--- src/rtl/data_sram_like_slave.sv ---
// Bridge from an SRAM-like request/handshake master port to a synchronous single-port SRAM.
// One transaction in flight; ADDR_DELAY/DATA_DELAY stretch the address and data handshakes.
module data_sram_like_slave #(
    parameter int unsigned ADDR_DELAY = 0,
    parameter int unsigned DATA_DELAY = 0
) (
    input  logic        clk,
    input  logic        resetn,
    input  logic        data_req,
    input  logic        data_wr,
    input  logic [1:0]  data_size,
    input  logic [31:0] data_addr,
    input  logic [31:0] data_wdata,
    output logic [31:0] data_rdata,
    output logic        data_addr_ok,
    output logic        data_data_ok,
    output logic        sram_en,
    output logic [3:0]  sram_wen,
    output logic [31:0] sram_addr,
    output logic [31:0] sram_wdata,
    input  logic [31:0] sram_rdata
);

    // state   | meaning
    // IDLE    | waiting for data_req; acc_cnt counts cycles the request has been held
    // ACCESS  | one-cycle SRAM access using the latched request fields
    // CAPTURE | SRAM read data valid; captured into rdata_q
    // WAIT    | DATA_DELAY extra cycles, wait_cnt counts down to zero
    // RESP    | one-cycle data_data_ok pulse
    typedef enum logic [2:0] {
        S_IDLE    = 3'd0,
        S_ACCESS  = 3'd1,
        S_CAPTURE = 3'd2,
        S_WAIT    = 3'd3,
        S_RESP    = 3'd4
    } state_e;

    localparam logic [3:0] ADDR_DLY  = 4'(ADDR_DELAY);
    localparam logic [3:0] WAIT_LOAD = (DATA_DELAY > 0) ? 4'(DATA_DELAY - 1) : 4'd0;

    state_e      state_q, state_d;
    logic [3:0]  acc_cnt_q, acc_cnt_d;
    logic [3:0]  wait_cnt_q, wait_cnt_d;
    logic        wr_q;
    logic [29:0] waddr_q;
    logic [31:0] wdata_q;
    logic [3:0]  be_q;
    logic [31:0] rdata_q;
    logic [3:0]  be_req;

    always_ff @(posedge clk or negedge resetn) begin
        if (!resetn) begin
            state_q    <= S_IDLE;
            acc_cnt_q  <= 4'd0;
            wait_cnt_q <= 4'd0;
        end else begin
            state_q    <= state_d;
            acc_cnt_q  <= acc_cnt_d;
            wait_cnt_q <= wait_cnt_d;
        end
    end

    // acc_cnt is held at zero outside IDLE so a request held through a transaction
    // starts its address delay afresh once the block is idle again.
    always_comb begin
        state_d    = state_q;
        acc_cnt_d  = 4'd0;
        wait_cnt_d = wait_cnt_q;
        unique case (state_q)
            S_IDLE: begin
                if (data_addr_ok) begin
                    state_d = S_ACCESS;
                end else if (data_req) begin
                    acc_cnt_d = acc_cnt_q + 4'd1;
                end
            end
            S_ACCESS: state_d = S_CAPTURE;
            S_CAPTURE: begin
                wait_cnt_d = WAIT_LOAD;
                state_d    = (DATA_DELAY > 0) ? S_WAIT : S_RESP;
            end
            S_WAIT: begin
                if (wait_cnt_q == 4'd0) begin
                    state_d = S_RESP;
                end else begin
                    wait_cnt_d = wait_cnt_q - 4'd1;
                end
            end
            S_RESP: state_d = S_IDLE;
            default: state_d = S_IDLE;
        endcase
    end

    // addr_ok is gated by resetn so a request held during reset is never acknowledged.
    always_comb begin
        data_addr_ok = 1'b0;
        data_data_ok = 1'b0;
        sram_en      = 1'b0;
        sram_wen     = 4'b0000;
        unique case (state_q)
            S_IDLE:   data_addr_ok = resetn & data_req & (acc_cnt_q == ADDR_DLY);
            S_ACCESS: begin
                sram_en  = 1'b1;
                sram_wen = wr_q ? be_q : 4'b0000;
            end
            S_RESP:   data_data_ok = 1'b1;
            default:  ;
        endcase
    end

    always_comb begin
        be_req = 4'b1111;
        unique case (data_size)
            2'b00:   be_req = 4'b0001 << data_addr[1:0];
            2'b01:   be_req = data_addr[1] ? 4'b1100 : 4'b0011;
            default: be_req = 4'b1111;
        endcase
    end

    always_ff @(posedge clk or negedge resetn) begin
        if (!resetn) begin
            wr_q    <= 1'b0;
            waddr_q <= 30'd0;
            wdata_q <= 32'h0;
            be_q    <= 4'b0000;
            rdata_q <= 32'h0;
        end else begin
            if (data_addr_ok) begin
                wr_q    <= data_wr;
                waddr_q <= data_addr[31:2];
                wdata_q <= data_wdata;
                be_q    <= be_req;
            end
            if (state_q == S_CAPTURE) begin
                rdata_q <= wr_q ? 32'h0 : sram_rdata;
            end
        end
    end

    assign sram_addr  = {waddr_q, 2'b00};
    assign sram_wdata = wdata_q;
    assign data_rdata = rdata_q;

endmodule

--- config.mk ---
export PLATFORM = sky130hd
export DESIGN_NAME = data_sram_like_slave
export DESIGN_NICKNAME = d
export VERILOG_FILES = /design/src/rtl/data_sram_like_slave.sv
export SDC_FILE = /design/constraint.sdc
export NUM_CORES = 1
export LEC_CHECK = 0
export BUFFER_PORTS_ARGS = -buffer_cell sky130_fd_sc_hd__buf_2
export CORE_ASPECT_RATIO = 1.25
export CORE_MARGIN = 5
export CORE_UTILIZATION = 49
export CTS_BUF_LIST = sky130_fd_sc_hd__clkbuf_16
export CTS_CLUSTER_SIZE = 20
export DETAILED_ROUTE_END_ITERATION = 8
export PLACE_DENSITY = 0.83
export REMOVE_ABC_BUFFERS = 1
export SYNTH_ARGS = -nofsm -noshare
export SYNTH_HDL_FRONTEND = slang
export SYNTH_SLANG_ARGS = --single-unit
export TNS_END_PERCENT = 10
--- constraint.sdc ---
create_clock -name clk -period 3.7 [get_ports clk]
set_clock_uncertainty 0.15 [all_clocks]
set_input_delay 0.37 -clock clk [delete_from_list [all_inputs] [get_ports clk]]
set_output_delay 0.37 -clock clk [all_outputs]
set_load 0.05 [all_outputs]
## Word-level counts from Yosys, hierarchy flattened

Index checks and enable logic that the tools add are counted.

- Bitwise logic cells: 2
- Reductions and logical operators: 7
- Multiplexer cells: 16
- Add/sub/neg operators: 2
- Eq/ne operators: 8
- Shift-type cells: 1

Operators by type and width:

| kind | number |
|---|---|
| two-way mux 32 bit | 1 |
| two-way mux 4 bit | 7 |
| one-hot mux 4 bit (2 select lines) | 2 |
| one-hot mux 3 bit (4 select lines) | 1 |
| zero test 4 bit | 2 |
| == test 3 x 2 -> 1 bit, second input constant | 2 |
| two-way mux 3 bit | 2 |
| != test 2 bit, second input constant | 3 |
| adder 4 x 1 -> 4 bit, second input constant | 1 |
| AND reduction 2 bit | 2 |
| left shift 1 x 2 -> 4 bit, first input constant | 1 |
| subtractor 4 x 1 -> 4 bit, second input constant | 1 |
| == test 3 x 1 -> 1 bit, second input constant | 1 |
| == test 3 bit, second input constant | 1 |
| zero test 3 bit | 1 |
| two-way mux 1 bit | 3 |
| bitwise AND 1 bit | 2 |
| == test 2 x 1 -> 1 bit, second input constant | 1 |
| zero test 2 bit | 1 |
| nonzero test 2 bit | 1 |

- Word-level logic and storage cells: 44
- Input bits: 102
- Output and inout bits: 103
- Flip-flop bits (word level): 110

## Longest topological paths before layout

- Depth in word-level cells: 5
- Gate-level depth with buffers: 8
- Depth with buffers taken out: 5

## Least setup slack after synthesis

Ideal clock, no wire load.

- Path kind: reg2out
- Start point: register state_q[0]
- End point: output sram_wen[0]
- Buffers on the path: 0
- Arrival time: 2352 ps
- Path slack: 828 ps
- Required time: 3180 ps
- Stages on the path, launching flop included: 4
- Path through: dfrtp_1 -> inv_1 -> nor3_1 -> and3_1

- Cells in the longest elaborated chain, start to end: 2

Ends and longest elaborated chain:

| what | RTL line | source |
|---|---|---|
| from (decl) | 41 | `state_e state_q, state_d;` |
| from (signal assigned) | 57 | `state_q <= state_d;` |
| == test 3 x 1 -> 1 bit | 100 | `unique case (state_q)` |
| two-way mux 4 bit | 100 |  |
| to (decl) | 18 | `output logic [3:0] sram_wen,` |

No other way between the ends.

## Worst setup path in the final report

Ends and elaborated chain as after synthesis.

==> results <==
- In the final routed layout, each cell accounts on average for 14.9 µm.
- IR analysis of the VDD net gives a maximum drop of just over 0.0005 V.
- In this run the power density over the cells is 1060 nW/µm².
- In this run the vertical extent of the chip is around 120 µm.
- The detailed-route wire length on metal 1 is 3800 µm.
- Sequential elements use 61.2% of the synthesized area.
- The number of max-slew violations in the final report came to 0.
- Measured along the x axis, the die boundary spans 95.7 µm.
- The number of synthesis warnings is 0.
- In this run, post-CTS repair resized a total of 0 instances.
- The number of placed instances with taps included is around 660.
- The buffer type at the clock tree root is clkbuf_16.
- In the final timing run, aggregate negative setup slack is 0 ns.
- For this design the static power due to leakage is 2.97 nW.
- After the first detailed-routing iteration, the DRC count stood at 96.
- The proportion of layout cells with a drive suffix above 1 is roughly half.
- The met2 wirelength from detailed routing is around 5200 µm.
- The type of origin of the critical path is a flop.
- The number of I/O port buffers is around 200.
- The total placed instance area is ~5600 µm².
- Detailed routing placed a total of 884 µm of wire on met3.
- For the pin with the worst max-slew slack, the measured transition is roughly 1.1 ns.
- The final design utilization is 64.0%.
- The final wirelength is 10,100 µm.
- The initial core utilization is just under 50%.
- The average footprint of a synthesized cell is 12.7 µm².
- The residual DRC count is 0.
- CTS built an H-tree with a depth of 3.
- Pin placement for this block handled 205 I/O pins.
- The clock period minus final worst setup slack is 2.43 ns.
- The pin count of the biggest net entering global routing is 67.
- The count of distinct cell types in the synthesized netlist is 34.
- The placeable core region is ~9100 µm².
- The reported max-cap violation count is 0.
- The count of final hold-check violations came to 0.
- The hold buffer count at cts is 0.
- The combined area of all synthesized cells is 4500 µm².
- Once layout is done, the placed cells without fillers occupy just under 6000 µm².
- The global-route wire length before repair is 15,500 µm.
- Excluding fillers, the count of instances in the completed layout stands at roughly 680.
- The die outline area is 11,200 µm².
- Synthesis handed over a netlist of 355 instances.
- The TritonCTS clock tree is done.
- The worst reg2reg path depth is 6.
- The detail route stage leaves a number of antenna-violating nets equal to 0.
- After clock tree synthesis, the clock-pin slew on the worst setup and hold paths is about 0.070 ns.
- From synthesis to final layout, the design area changed by 29.2%.
- The pre-antenna-repair detailed-routing pass consisted of 4 iterations.
- Dividing the detail-routed via count by the number of cells gives 4.89.
- In the post-route analysis, the smallest setup slack over all paths is 1.27 ns.
- The maximum fanout count along the critical path is 7.
- Static timing analysis puts the maximum clock frequency at between 400 and 500 MHz.
- TritonCTS created 9 clock buffers.
- The remaining global-route overflow is 0.
- The data required time at the worst endpoint is 3.18 ns.
- The number of antenna violations at the first check in global routing is 0.
- The type of the tightest min-delay check is in -> async.
- The longest clock path from root to sink contains 2 buffers.
- The flow ran to the end, and the final reports show no timing, DRC or antenna violations.
- The tree built by TritonCTS fans out to 110 sinks.
- The clock reaches the later pin of the worst-skew pair after roughly 0.34 ns.
- The arrival time at the worst endpoint is between 1.5 and 2 ns.
- Setup repair after global routing left no endpoint under its margin.
- The detailed router used layers up to and including met4.
- The overall fraction of global-route tracks in use is ~18%.
- The post-route clock period utilization is 65.5%.
- 0 antenna diodes ended up in the layout.
- By startpoint and endpoint, the worst setup path is classified as reg -> out.
- Prior to clock tree synthesis, the placed netlist has a worst setup slack of approximately 1.3 ns.
- The worst pin sits at a relative slew slack of 28.9%.
- STA classifies the critical path endpoint as an output pin.
- In the final design database the tool counted ~660 nets.
- The number of global-route vias before repair is 3,274.
- The setup violation total in the final timing report is 0.
- Routability-driven placement finished with a final weighted congestion of 0.747.
- The HPWL after detailed placement is roughly 7800 µm.
- The total number of placement rows is 39.
- The flop and latch count out of synthesis is 110.
- Across all layers, the routed design uses around 3,300 vias.
- Buffers added to address setup during post-CTS repair amount to 0.
kinds of logic after synthesis:
kind of cell | synth area share, %
flip-flops | 61.2
AND/OR/NAND/NOR | 11.3
multiplexers | 16.2
AO/OA/AOI/OAI | 5.96
buffers and inverters | 4.01
adder cells (fa/ha/maj) | 0.835
XOR/XNOR | 0.390
other | 0.0834
critical path, stage by stage, from the launching register on:
cell and delay [ns]:
dfrtp_1 0.48, inv_1 0.12, nor3_1 0.46, and3_1 0.24, buf_2 0.26
cell type report:
type | instances | area, µm²
Clock buffer | 9 | 225
Clock inverter | 6 | 31.3
Fill cell | 725 | 3270
Inverter | 9 | 33.8
Multi-Input combinational cell | 215 | 1570
Sequential cell | 110 | 2750
Tap cell | 123 | 154
Timing Repair Buffer | 206 | 1040
synthesized netlist by cell type:
master / instances / area [µm²]
nor2_1: 3 / 11.3
and2_1: 1 / 6.26
nand2_2: 1 / 6.26
buf_2: 6 / 30.0
nor4b_2: 1 / 15.0
buf_4: 3 / 22.5
or3b_2: 1 / 8.76
inv_1: 9 / 33.8
xor2_1: 1 / 8.76
nand4bb_1: 1 / 11.3
nand2_1: 37 / 139
o211ai_1: 1 / 7.51
conb_1: 1 / 3.75
mux2_2: 63 / 709
a21oi_1: 6 / 30.0
and4bb_2: 1 / 12.5
nand2b_1: 36 / 225
nand3_1: 2 / 10.0
xnor2_1: 1 / 8.76
o31ai_1: 1 / 7.51
and3_1: 5 / 31.3
o41ai_1: 1 / 8.76
a31oi_1: 2 / 12.5
dfrtp_1: 110 / 2750
a41oi_1: 2 / 17.5
mux2i_1: 2 / 20.0
buf_6: 6 / 67.6
clkbuf_1: 7 / 26.3
a2bb2oi_1: 1 / 8.76
ha_1: 3 / 37.5
nor2b_1: 2 / 12.5
nor3_1: 2 / 10.0
nor3b_1: 1 / 7.51
o21ai_0: 35 / 175
where the power goes:
part / internal (W) / switching, W
logic: 0.000829 / 0.00245
clock network: 0.000444 / 0.000394
registers: 0.00175 / 0.000318
total: 0.00302 / 0.00316
registers in the layout, indices dropped and copies added, names as in the netlist:
register,flops
waddr_q,30
wr_q,1
state_q,3
data_rdata,32
acc_cnt_q,4
be_q,4
sram_wdata,32
wait_cnt_q,4
through the flow:
step / hold slack, ns / total power, W
6_report: 0.0182 / 0.00618
5_1_grt: 0.0639 / 0.00650
4_1_cts: 0.0296 / 0.00625
3_5_place_dp: 0.316 / 0.00540
3_3_place_gp: 0.306 / 0.00532
2_1_floorplan: -0.0756 / 0.00455
final timing paths:
| check | startpoint | end | slack [ns] |
|---|---|---|---|
| min in group clk | data_addr[18] | waddr_q[16] | 0.11 |
| max reg2reg | acc_cnt_q[0] | sram_wdata[15] | 1.29 |
| max | state_q[0] | sram_wen[0] | 1.27 |
| min reg2reg | data_rdata[22] | data_rdata[22] | 0.33 |
| min | resetn | sram_wdata[25] | 0.02 |
| max in group asynchronous | resetn | data_rdata[13] | 2.17 |
placed cells by master, fill, tap and decap left out, types with 3 or more instances in the layout:
master and count:
a21oi_1 6, and3_1 5, buf_2 201, buf_4 5, clkbuf_16 9, dfrtp_1 110, ha_1 3, inv_1 10
mux2_2 63, nand2_1 37, nand2b_1 36, nor2_1 3, o21ai_0 35
routing by layer:
metal	track usage [%]	vias up
li1	-	1586
met1	21.3	1578
met2	31.3	133
met3	4.16	18
met4	8.44	0
met5	0	-
No activity file was read; power rests on OpenSTA's default activity.
